**src/rtl/acc_dump_reader.sv**
```systemverilog
// Debug read-out engine: halts the datapath, walks every accumulator through one
// read port and streams (address, data) beats on a valid/ready interface.
module acc_dump_reader #(
  parameter int NUM_REGS = 8,
  parameter int DATA_W   = 8,
  parameter int ADDR_W   = 3
) (
  input  logic              CLK,
  input  logic              RST_N,
  input  logic              start,
  input  logic              abort,
  output logic [ADDR_W-1:0] readAddr,
  input  logic [DATA_W-1:0] readData,
  output logic              outValid,
  input  logic              outReady,
  output logic [ADDR_W-1:0] outAddr,
  output logic [DATA_W-1:0] outData,
  output logic              haltReq,
  output logic              busy,
  output logic              done
);

  typedef enum logic [1:0] {
    S_IDLE  = 2'd0,
    S_FETCH = 2'd1,
    S_SEND  = 2'd2,
    S_DONE  = 2'd3
  } state_t;

  localparam logic [ADDR_W-1:0] LAST_IDX = ADDR_W'(NUM_REGS - 1);

  state_t              state_q, state_d;
  logic [ADDR_W-1:0]   idx_q, idx_d;
  logic [ADDR_W-1:0]   out_addr_q, out_addr_d;
  logic [DATA_W-1:0]   out_data_q, out_data_d;
  logic [ADDR_W-1:0]   read_addr_q, read_addr_d;
  logic                out_valid_q, out_valid_d;
  logic                halt_req_q, halt_req_d;
  logic                busy_q, busy_d;
  logic                done_q, done_d;

  // Next-state and datapath decisions; abort outranks a completing handshake.
  always_comb begin
    state_d    = state_q;
    idx_d      = idx_q;
    out_addr_d = out_addr_q;
    out_data_d = out_data_q;
    case (state_q)
      S_IDLE: begin
        if (start && !abort) begin
          idx_d   = {ADDR_W{1'b0}};
          state_d = S_FETCH;
        end else begin
          state_d = S_IDLE;
        end
      end
      S_FETCH: begin
        if (abort) begin
          state_d = S_IDLE;
        end else begin
          out_data_d = readData;
          out_addr_d = idx_q;
          state_d    = S_SEND;
        end
      end
      S_SEND: begin
        if (abort) begin
          state_d = S_IDLE;
        end else if (outReady) begin
          if (idx_q == LAST_IDX) begin
            state_d = S_DONE;
          end else begin
            idx_d   = idx_q + {{(ADDR_W-1){1'b0}}, 1'b1};
            state_d = S_FETCH;
          end
        end else begin
          state_d = S_SEND;
        end
      end
      S_DONE: begin
        state_d = S_IDLE;
      end
      default: begin
        state_d = S_IDLE;
      end
    endcase
  end

  // Output flags are decoded from the next state so they leave the block as flops.
  always_comb begin
    out_valid_d = 1'b0;
    halt_req_d  = 1'b0;
    busy_d      = 1'b0;
    done_d      = 1'b0;
    read_addr_d = {ADDR_W{1'b0}};
    case (state_d)
      S_IDLE: begin
        busy_d = 1'b0;
      end
      S_FETCH: begin
        halt_req_d  = 1'b1;
        busy_d      = 1'b1;
        read_addr_d = idx_d;
      end
      S_SEND: begin
        out_valid_d = 1'b1;
        halt_req_d  = 1'b1;
        busy_d      = 1'b1;
      end
      S_DONE: begin
        busy_d = 1'b1;
        done_d = 1'b1;
      end
      default: begin
        busy_d = 1'b0;
      end
    endcase
  end

  // State and output registers.
  always_ff @(posedge CLK or negedge RST_N) begin
    if (!RST_N) begin
      state_q     <= S_IDLE;
      idx_q       <= {ADDR_W{1'b0}};
      out_addr_q  <= {ADDR_W{1'b0}};
      out_data_q  <= {DATA_W{1'b0}};
      read_addr_q <= {ADDR_W{1'b0}};
      out_valid_q <= 1'b0;
      halt_req_q  <= 1'b0;
      busy_q      <= 1'b0;
      done_q      <= 1'b0;
    end else begin
      state_q     <= state_d;
      idx_q       <= idx_d;
      out_addr_q  <= out_addr_d;
      out_data_q  <= out_data_d;
      read_addr_q <= read_addr_d;
      out_valid_q <= out_valid_d;
      halt_req_q  <= halt_req_d;
      busy_q      <= busy_d;
      done_q      <= done_d;
    end
  end

  assign readAddr = read_addr_q;
  assign outValid = out_valid_q;
  assign outAddr  = out_addr_q;
  assign outData  = out_data_q;
  assign haltReq  = halt_req_q;
  assign busy     = busy_q;
  assign done     = done_q;

endmodule
```
**config.mk**
```make
export PLATFORM = sky130hd
export DESIGN_NAME = acc_dump_reader
export DESIGN_NICKNAME = d
export VERILOG_FILES = /design/src/rtl/acc_dump_reader.sv
export SDC_FILE = /design/constraint.sdc
export NUM_CORES = 1
export LEC_CHECK = 0
export ABC_AREA = 1
export BUFFER_PORTS_ARGS = -buffer_cell sky130_fd_sc_hd__buf_4
export CAP_MARGIN = 10
export CORE_MARGIN = 8
export CORE_UTILIZATION = 49
export DETAILED_ROUTE_END_ITERATION = 10
export PLACE_DENSITY = 0.76
export RECOVER_POWER = 100
export SLEW_MARGIN = 40
export SYNTH_ARGS = -nofsm -noshare
export SYNTH_HDL_FRONTEND = slang
export SYNTH_SLANG_ARGS = --single-unit
```
**constraint.sdc**
```tcl
create_clock -name CLK -period 1.5 [get_ports CLK]
set_input_delay 0.075 -clock CLK [delete_from_list [all_inputs] [get_ports CLK]]
set_output_delay 0.075 -clock CLK [all_outputs]
set_load 0.1 [all_outputs]
```
# [After elaboration in Yosys (flattened, before gate mapping)]
# Index checks and enable logic that the tools add are counted.
[word_totals] in_bits=13 elab_cells=41 ff_bits=23
[classes] mux=16 n_bitwise=1 n_addsub=1 eq_ne=7 reduce_logical=7
[op_table] op="$mux 3" count=5
[op_table] op="$eq 2x2->1 const B" count=4
[op_table] op="$mux 2" count=4
[op_table] op="$pmux 2 s4" count=1
[op_table] op="$pmux 3 s2" count=1
[op_table] op="$eq 2x1->1 const B" count=2
[op_table] op="$logic_not 2->1" count=2
[op_table] op="$mux 1" count=4
[op_table] op="$add 3x1->3 const B" count=1
[op_table] op="$eq 3x3->1 const B" count=1
[op_table] op="$reduce_or 3->1" count=1
[op_table] op="$pmux 1 s2" count=1
[op_table] op="$reduce_and 2->1" count=1
[op_table] op="$reduce_or 2->1" count=1
[op_table] op="$logic_and 1x1->1" count=1
[op_table] op="$logic_not 1->1" count=1
[op_table] op="$not 1->1" count=1

# [Logic depth before layout (Yosys ltp)]
[logic_depth] ltp_word=8 mapped_depth=9 mapped_depth_nobuf=9

# [Worst setup path before layout]
# No wires, ideal clock.
[synth_path] path_type="register to register" start="reg idx_q[0]" end="reg read_addr_q[0], in the netlist readAddr[0]" arrival_ns=1.245 path_slack_ns=0.184 t_required_ns=1.429 setup_time_ns=0.071 stages_incl_launch_ff=10 path_buffers=0 path_cell_list="dfrtp_1 -> ha_1 -> nand2_1 -> nand2_1 -> nand3_1 -> nand2_4 -> inv_1 -> ha_1 -> inv_1 -> nor2_1"
[synth_via] elab_chain_len=7 elab_cells_between_ends=13
[synth_rtl] element="start: declaration" line_no="33" source="logic [ADDR_W-1:0] idx_q, idx_d;"
[synth_rtl] element="start signal: assignment" line_no="124" source="idx_q <= {ADDR_W{1'b0}};"
[synth_rtl] element="start signal: assignment" line_no="134" source="idx_q <= idx_d;"
[synth_rtl] element="$eq 3x3->1" line_no="70" source="if (idx_q == LAST_IDX) begin"
[synth_rtl] element="$mux 2" line_no="70"
[synth_rtl] element="$mux 2" line_no="69" source="end else if (outReady) begin"
[synth_rtl] element="$mux 2" line_no="67" source="if (abort) begin"
[synth_rtl] element="$pmux 2 s4" line_no="48" source="case (state_q)"
[synth_rtl] element="named net state_d[1]" line_no="32" source="state_t state_q, state_d;"
[synth_rtl] element="$eq 2x1->1" line_no="96" source="case (state_d)"
[synth_rtl] element="$mux 3" line_no="96"
[synth_rtl] element="named net read_addr_d[0]" line_no="36" source="logic [ADDR_W-1:0] read_addr_q, read_addr_d;"
[synth_rtl] element="end signal: assignment" line_no="127" source="read_addr_q <= {ADDR_W{1'b0}};"
[synth_rtl] element="end signal: assignment" line_no="137" source="read_addr_q <= read_addr_d;"
[synth_rtl] element="end: declaration" line_no="36"
# The timed path passes the listed nets, and every way through them passes these cells.
# A chain may end at the register's enable or synchronous reset.

# [Final worst setup path]
[layout_path] start="reg idx_q[0]" end="reg halt_req_q, in the netlist haltReq"
[layout_via] elab_chain_len=8 elab_cells_between_ends=9
[layout_rtl] element="$eq 3x3->1 (*)" line_no="70"
[layout_rtl] element="$mux 2 (*)" line_no="70"
[layout_rtl] element="$mux 2 (*)" line_no="69"
[layout_rtl] element="$mux 2 (*)" line_no="67"
[layout_rtl] element="$pmux 2 s4 (*)" line_no="48"
[layout_rtl] element="named net state_d[1]" line_no="32"
[layout_rtl] element="$eq 2x2->1 / $eq 2x1->1 (equally long branches)" line_no="96"
[layout_rtl] element="$reduce_or 2->1 (no source line) (*)"
[layout_rtl] element="$mux 1 (*)" line_no="96"
[layout_rtl] element="named net halt_req_d" line_no="38" source="logic halt_req_q, halt_req_d;"
[layout_rtl] element="end signal: assignment" line_no="139" source="halt_req_q <= halt_req_d;"
[layout_rtl] element="end: declaration" line_no="38"
# The timed path passes the listed nets; every way through them passes the cells marked *.

==> run metrics <==
Clock Latency Late Sink 0.31 ns; Initial Util 52.8%; Port Buffers 30; layout cell share with drive strength beyond 1 40.8%; Syn Std Cell Area 1050 um^2; die area 3870 um^2; CP required 1.72 ns; Avg Cell Area, Syn 9.96 um^2; Net count, final 161; CP startpoint kind flip-flop; Clock Sinks 23; crit-path cells ha_2, nand2_2, nand2_1, nand3_2, nand2_4, inv_2, ha_2, inv_1; Worst-Margin Slew 0.562 ns; most used cell, CP ha_2; Seq/Total Area, Yosys 55.0%; TritonCTS clock tree yes; final global-route overflow total 0; Antenna Nets Post-Route 0; Final setup viols 0; overall via count from detail_route 798; GRT Total Usage 11.7%; top-level port count 31; placed insts 161; period utilisation layout 92.5%; Max Slew Vio Count 0; Rows 16; Hold Vio Cnt, Final 0; post-DP HPWL 1660 um; gpl congestion 0.749; initial antenna violation count 0; CTS clk-pin slew, worst paths 0.11 ns; min-delay worst type primary input to flip-flop; clock buffer depth 2; Max-Slew Margin vs Limit 62.5%; iteration count of the initial detailed-routing pass 4; post-route insts no fill 169; Crit Path Class flip-flop to flip-flop; largest net degree at the start of global routing 24; wire per inst 13.0 um; Worst setup EP type flip-flop; core area 1980 um^2; synth warn 0; Die Ht 62.2 um; total CTS buffers 3; outcome complete, no violations; Distinct cells, synth 15; DRT iter0 DRCs 18; Fin Clk Skew 0.00117 ns; drt via density 4.72; WP data arrival 1.61 ns; clk root buf clkbuf_4; residual DRC count 0; synth-to-layout area growth 24.4%; Max stage delay cell, worst path dfrtp_1; crit-path max cell delay 0.39 ns; htree depth 1; Ant. Diodes 0; first-pass GRT wire length 3770 um; Fill cells 180; Post-Syn Instances 105; total of max-cap violations 0; Fmax achieved 721 MHz; FF+latch count, synth 23; Hold Path Stages 3; vias in the first global route 845; Syn Nets 123; min Tclk post-route 1.39 ns; CP max FO 4; wirelength, routed 2190 um; width of the die 62.2 um; worst r2r path cells 8
-- routing by layer --
layer | vias up | track usage [%] | wire length [um]
li1 | 387 | - | -
met1 | 375 | 12.9 | 922
met2 | 31 | 19.8 | 1080
met3 | 5 | 3.41 | 153
met4 | 0 | 6.12 | 40
met5 | - | 0 | 0
-- Yosys cell counts --
cell / number / area, um^2
nand2_1: 24 / 90.1
dfrtp_1: 23 / 576
inv_1: 23 / 86.3
o21ai_2: 11 / 96.3
nand3_1: 6 / 30.0
ha_1: 5 / 62.6
nor2_1: 4 / 15.0
inv_2: 2 / 7.51
buf_12: 1 / 20.0
buf_6: 1 / 11.3
nand2_4: 1 / 11.3
nand3_4: 1 / 17.5
nand4_1: 1 / 6.26
nor2_4: 1 / 11.3
o21ai_0: 1 / 5.00
-- cells in the final DEF (no fill, tap or decap), types with 3 or more instances in the layout --
master and count:
inv_1 21, nor2_1 4, inv_2 4, clkbuf_4 3, o21ai_2 10, ha_1 3, dfrtp_1 23, nand2_1 23
buf_4 15, clkbuf_2 19, nand3_1 5
-- critical path, delay by kind of cell (launching register included) --
| family | cells | cell delay (ns) |
|---|---|---|
| adder cells (fa/ha/maj) | 2 | 0.50 |
| flip-flops | 1 | 0.39 |
| AND/OR/NAND/NOR | 4 | 0.33 |
| buffers and inverters | 2 | 0.07 |
-- what timing repair did --
item                                    4_1_cts  5_1_grt
buffers inserted                              1        2
hold buffers                                  1        0
endpoints found under the hold margin        23        0
resized for setup                             1        7
gates cloned                                  0        0
endpoints found under the setup margin        3        5
-- cells by family (layout without fill, tap and decap cells) --
logic type                 after synthesis  in the layout  share of synthesized area, %
AOI/OAI and AO/OA                       12             12                          9.69
DFF                                     23             23                          55.0
adders and majority gates                5              5                          5.98
buffers and inverters                   27             64                          12.0
and+or+nand+nor                         38             38                          17.3
-- final timing paths --
| check | from | end | slack, ns |
|---|---|---|---|
| max | idx_q[0] | haltReq | 0.11 |
| max reg2reg | idx_q[0] | haltReq | 0.11 |
| min in group asynchronous | RST_N | outAddr[0] | 0.27 |
| max in group asynchronous | RST_N | outData[5] | 0.86 |
| min | readData[3] | outData[3] | 0.001 |
| min reg2reg | outAddr[2] | outAddr[2] | 0.49 |
-- per-stage QoR --
| step | hold WS [ns] | worst slack [ns] | cell area, um^2 | util, % | TNS, ns |
|---|---|---|---|---|---|
| floorplan | -0.221 | 0.184 | 1050 | - | 0 |
| finish | 0.00117 | 0.113 | 1300 | 65.7 | 0 |
| CTS | 0.00842 | 0.00518 | 1330 | 67.0 | 0 |
| global route | 0.000486 | -0.0172 | 1300 | 65.7 | -0.0186 |
| detailed placement | -0.0178 | 0.00567 | 1280 | 64.6 | 0 |
| global placement | -0.0239 | 0.122 | 1280 | 64.6 | 0 |
-- layout make-up --
cell class	instances	area, um^2	area share, %
timing repair buffer	35	218	16.7
tap	27	33.8	2.60
inverter	25	93.8	7.21
clock buffer	4	26.3	2.02
multi-input combinational	55	354	27.2
sequential	23	576	44.2
-- sequential cells by signal (all words and copies together) (netlist names) --
register,flops
outValid,1
outData,8
busy,1
haltReq,1
done,1
state_q,2
idx_q,3
readAddr,3
outAddr,3
Power is not shown: default switching activity piles up to over one toggle a cycle in this logic, so the estimate is an artifact.
